<file path="config.mk">
export PLATFORM = sky130hd
export DESIGN_NAME = serial_bit_feeder
export DESIGN_NICKNAME = d
export VERILOG_FILES = /design/src/rtl/serial_bit_feeder.sv
export SDC_FILE = /design/constraint.sdc
export NUM_CORES = 1
export LEC_CHECK = 0
export CAP_MARGIN = 20
export CORE_MARGIN = 2
export CORE_UTILIZATION = 53
export CTS_BUF_LIST = sky130_fd_sc_hd__clkbuf_2
export DETAILED_ROUTE_END_ITERATION = 10
export PLACE_DENSITY = 0.84
export SKIP_CTS_REPAIR_TIMING = 1
export SYNTH_ARGS = -nofsm -noshare
export SYNTH_HDL_FRONTEND = slang
export SYNTH_SLANG_ARGS = --single-unit
</file>
<file path="constraint.sdc">
create_clock -name clk -period 2.65 [get_ports clk]
set_input_delay 0.3975 -clock clk [delete_from_list [all_inputs] [get_ports clk]]
set_output_delay 0.3975 -clock clk [all_outputs]
set_load 0.005 [all_outputs]
</file>
<file path="src/rtl/serial_bit_feeder.sv">
`default_nettype none
// ============================================================================
// Module   : serial_bit_feeder
// Purpose  : Parallel-to-serial front end for the serial sequence detector.
//            Takes DATA_W-bit words on a valid/ready handshake and emits one
//            bit per clock on bit_out. Back-to-back words leave no gaps. A
//            one-word holding register lets the producer stay a word ahead.
// Ports    : clk        - rising-edge clock
//            reset      - asynchronous, active-high; clears all state
//            in_data    - word to serialise
//            in_valid   - in_data valid
//            in_ready   - block can take a word this cycle (= !hold_full)
//            bit_out    - serial bit to the detector (IDLE_BIT when idle)
//            bit_valid  - bit_out carries a data bit this cycle
//            word_done  - high during the last bit of each word
//            busy       - shift register or holding register occupied
//            words_sent - count of fully shifted words, wraps at 16 bits
// Revision : 1.0 - initial release
// ============================================================================
module serial_bit_feeder #(
    parameter int DATA_W    = 8,
    parameter bit MSB_FIRST = 1'b1,
    parameter bit IDLE_BIT  = 1'b0
) (
    input  logic              clk,
    input  logic              reset,
    input  logic [DATA_W-1:0] in_data,
    input  logic              in_valid,
    output logic              in_ready,
    output logic              bit_out,
    output logic              bit_valid,
    output logic              word_done,
    output logic              busy,
    output logic [15:0]       words_sent
);

    localparam int                c_cnt_w    = $clog2(DATA_W);
    localparam logic [c_cnt_w-1:0] c_last_idx = c_cnt_w'(DATA_W - 1);

    typedef enum logic [0:0] {
        ST_IDLE  = 1'b0,
        ST_SHIFT = 1'b1
    } state_t;

    state_t              r_state;
    logic [c_cnt_w-1:0]  r_cnt;
    logic [DATA_W-1:0]   r_shift;
    logic [DATA_W-1:0]   r_hold;
    logic                r_hold_full;
    logic                r_bit_out;
    logic                r_bit_valid;
    logic                r_word_done;
    logic                r_busy;
    logic [15:0]         r_words_sent;

    state_t              w_state_n;
    logic [c_cnt_w-1:0]  w_cnt_n;
    logic [DATA_W-1:0]   w_shift_n;
    logic [DATA_W-1:0]   w_hold_n;
    logic                w_hold_full_n;
    logic                w_frees;
    logic                w_accept;
    logic                w_last;
    logic                w_head;

    // The shift register can take a new word when it is empty or when the
    // current word is on its last bit.
    assign w_frees  = (r_state == ST_IDLE) || (r_cnt == c_last_idx);
    assign w_accept = in_valid && !r_hold_full;
    assign w_last   = (r_state == ST_SHIFT) && (r_cnt == c_last_idx);

    always_comb begin
        w_state_n     = r_state;
        w_cnt_n       = r_cnt;
        w_shift_n     = r_shift;
        w_hold_n      = r_hold;
        w_hold_full_n = r_hold_full;
        if (w_frees) begin
            if (r_hold_full) begin
                // in_ready is low here, so no accept can coincide.
                w_state_n     = ST_SHIFT;
                w_cnt_n       = '0;
                w_shift_n     = r_hold;
                w_hold_full_n = 1'b0;
            end else if (w_accept) begin
                w_state_n = ST_SHIFT;
                w_cnt_n   = '0;
                w_shift_n = in_data;
            end else begin
                w_state_n = ST_IDLE;
                w_cnt_n   = '0;
                w_shift_n = '0;
            end
        end else begin
            w_cnt_n = r_cnt + 1'b1;
            if (MSB_FIRST) begin
                w_shift_n = {r_shift[DATA_W-2:0], 1'b0};
            end else begin
                w_shift_n = {1'b0, r_shift[DATA_W-1:1]};
            end
            if (w_accept) begin
                w_hold_n      = in_data;
                w_hold_full_n = 1'b1;
            end
        end
    end

    // The bit presented in the next cycle is the head of the next shift value,
    // so every output can be registered without adding latency.
    assign w_head = MSB_FIRST ? w_shift_n[DATA_W-1] : w_shift_n[0];

    always_ff @(posedge clk or posedge reset) begin
        if (reset) begin
            r_state      <= ST_IDLE;
            r_cnt        <= '0;
            r_shift      <= '0;
            r_hold       <= '0;
            r_hold_full  <= 1'b0;
            r_bit_out    <= IDLE_BIT;
            r_bit_valid  <= 1'b0;
            r_word_done  <= 1'b0;
            r_busy       <= 1'b0;
            r_words_sent <= 16'd0;
        end else begin
            r_state     <= w_state_n;
            r_cnt       <= w_cnt_n;
            r_shift     <= w_shift_n;
            r_hold      <= w_hold_n;
            r_hold_full <= w_hold_full_n;
            r_bit_valid <= (w_state_n == ST_SHIFT);
            r_bit_out   <= (w_state_n == ST_SHIFT) ? w_head : IDLE_BIT;
            r_word_done <= (w_state_n == ST_SHIFT) && (w_cnt_n == c_last_idx);
            r_busy      <= (w_state_n == ST_SHIFT) || w_hold_full_n;
            if (w_last) begin
                r_words_sent <= r_words_sent + 16'd1;
            end
        end
    end

    assign in_ready   = !r_hold_full;
    assign bit_out    = r_bit_out;
    assign bit_valid  = r_bit_valid;
    assign word_done  = r_word_done;
    assign busy       = r_busy;
    assign words_sent = r_words_sent;

endmodule
`default_nettype wire

</file>
==> flow_summary.yaml <==
clock_network:
  clk_pin_slew_ns: 0.18
  clock_path_buffers: 2
  cts_buffers: 5
  clock_latency_ns: 0.38
  clock-sinks: 39
  cts_tree: "done"
  root_buffer: "clkbuf_2"
  htreeDepth: 2
worst_setup_path:
  path_max_fanout: 8
  slowest_stage: "nor3b_2"
  critPathKind: "reg2reg"
  setup.worst_path.end_class: "register"
  arrival_ns: 2.42
  crit_chain: "ha_1 > ha_1 > nand2b_1 > nor3b_2 > mux2_2"
  cp_data_required_time_ns: 2.92
  max_stage_delay_ns: 0.57
  critical_path.most_common_cell: "ha_1"
  start_kind: "register"
sta:
  slew_viol_final: 0
  max_freq_mhz: 466
  worst_pin_slew_ns: 0.643
  hold_ws_ns: 0.390
  relSlewSlack_pct: 57.0
  clock_skew_ns: 0.0204
  finalCritPeriodShare_pct: 81.0
  setup_viol_count_final: 0
  fin_setup_tns_ns: 0
  rsz0062_at_grt: "no"
  hold_viol_final: 0
  fin_crit_ns: 2.15
placement:
  portBuffers: 31
  routabilityCongestion: 0.733
  dp_hpwl_um: 2210
grt:
  grt_usage_pct: 19.1
  grt_pass1_wl_um: 4860
  grt_max_degree: 40
  grt_pass1_vias: 1110
  grt_antenna_before_repair: 0
  overflow: 0
power_and_ir_drop:
  power_leakage_nw: 0.910
  power_density_mw_per_mm2: 846
  ir_worst_vdd_mv: 0.465
routing:
  drt-total-wl_um: 2990
  firstDrtPassIters: 4
  drt-vias-per-instance: 5.25
  drc: 0
  drtIter0Drc: 47
  via_count: 1118
  routedWlPerCell_um: 14.1
  ant_nets: 0
run:
  cap_violations: 0
finish:
  multiInputGateArea_um2: 608
  n_antenna_cell: 0
  regArea_um2: 976
  fillers: 240
  drive_gt1_share_pct: 11.1
  finalNetCount: 194
  fin_util_pct: 67.5
  area_growth_pct: 24.0
  final_common_cell: "dfrtp_1"
  final_cell_mix: "dfrtp_1, clkdlybuf4s50_1, nor2_1"
synth:
  syn_area_mm2: 0.00162
  ys_top_cells_by_area: "dfrtp_1, mux2_2, xnor2_1, nor2_1, a21oi_1"
  ys_seq_elements: 39
  ys_types: 21
  synth_top_area_share_pct: 60.2
  syn_avg_cell_area_um2: 11.3
  syn_inst: 143
  synth_area_leader_cell: "dfrtp_1"
  yosysSeqAreaShare_pct: 60.2
  syn_nets: 157
  ys_warn_count: 0
floorplanning:
  die_w_um: 59.3
  die_h_um: 59.3
  die_area_mm2: 0.00352
  num_io_pins: 32
  core_area_mm2: 0.00298
  num_rows: 20
  start_util_pct: 54.5
worst_hold_path:
  hold_path_class: "in2async"
status:
  outcome: "finished, final reports clean"
-- state kept, by name, indices dropped and copies added (netlist names) --
register,flops
busy,1
bit_valid,1
bit_out,1
r_hold,8
words_sent,16
r_cnt,3
word_done,1
r_shift,7
r_hold_full,1
-- cells by family (layout without fill, tap and decap cells) --
group	after synthesis	count (layout)	share of synthesized area (%)
simple gates	52	52	16.0
compound gates	15	15	4.78
buf+inv	10	47	2.32
fa+ha+maj	3	3	2.32
xor+xnor	15	15	8.10
flops	39	39	60.2
mux	9	9	6.25
-- cell usage after synthesis --
library cell  number
inv_1              7
a21oi_1           14
xor2_1             5
or2_2              1
dfrtp_1           39
ha_1               3
nor2_1            19
nand2_1            9
nand4_1            4
and3_1             8
clkbuf_1           3
mux2_2             9
nand3_1            4
or4_4              1
or3_1              1
nor4_1             2
nor3b_2            1
a21boi_0           1
nand2b_1           1
xnor2_1           10
nor3_1             1
-- metal layers --
metal | share of wire [%] | track usage [%]
met1 | 42 | 21.4
met2 | 52 | 34.1
met3 | 5.3 | 6.33
met4 | 1.0 | 5.84
met5 | 0 | 0
-- worst paths after layout --
kind                               start             end  slack (ns)  cells after the start
worst max register to register  r_cnt[0]       r_hold[5]        0.50                      5
min in group clk                r_cnt[0]       word_done        0.47                      1
worst min-delay path               reset  words_sent[15]        0.39                      3
worst min register to register  r_cnt[0]       word_done        0.47                      1
max in group asynchronous          reset      r_shift[5]        1.91                      3
worst max-delay path            r_cnt[0]       r_hold[5]        0.50                      5
-- power by group --
group	internal (W)	switching [W]	total [W]
sequential	0.000775	0.000116	0.000891
combinational	0.000301	0.000275	0.000576
clock	0.0000558	0.000178	0.000234
total	0.00113	0.000570	0.00170
-- per-stage QoR --
stage          cell area [µm²]  worst slack, ns  total power, W  instances
3_5_place_dp              1980            0.479         0.00149        206
4_1_cts                   2010            0.500         0.00173        213
5_1_grt                   2010            0.389         0.00183        213
6_report                  2010            0.503         0.00170        213
2_1_floorplan             1620            0.717         0.00125        143
3_3_place_gp              1980            0.574         0.00144        206
-- layout make-up --
class                           count  share of cell area [%]
Inverter                            7                    1.31
Clock buffer                        5                    1.24
Timing Repair Buffer               33                    16.2
Clock inverter                      2                   0.436
Tap cell                           33                    2.05
Multi-Input combinational cell     94                    30.2
Sequential cell                    39                    48.5
-- critical path, delay by kind of cell (launching register included) --
family | cells | cell delay, ns
AND/OR/NAND/NOR | 2 | 0.77
adder cells (fa/ha/maj) | 2 | 0.43
flip-flops | 1 | 0.43
multiplexers | 1 | 0.42
Note: power is estimated with default switching activity, not from simulation.
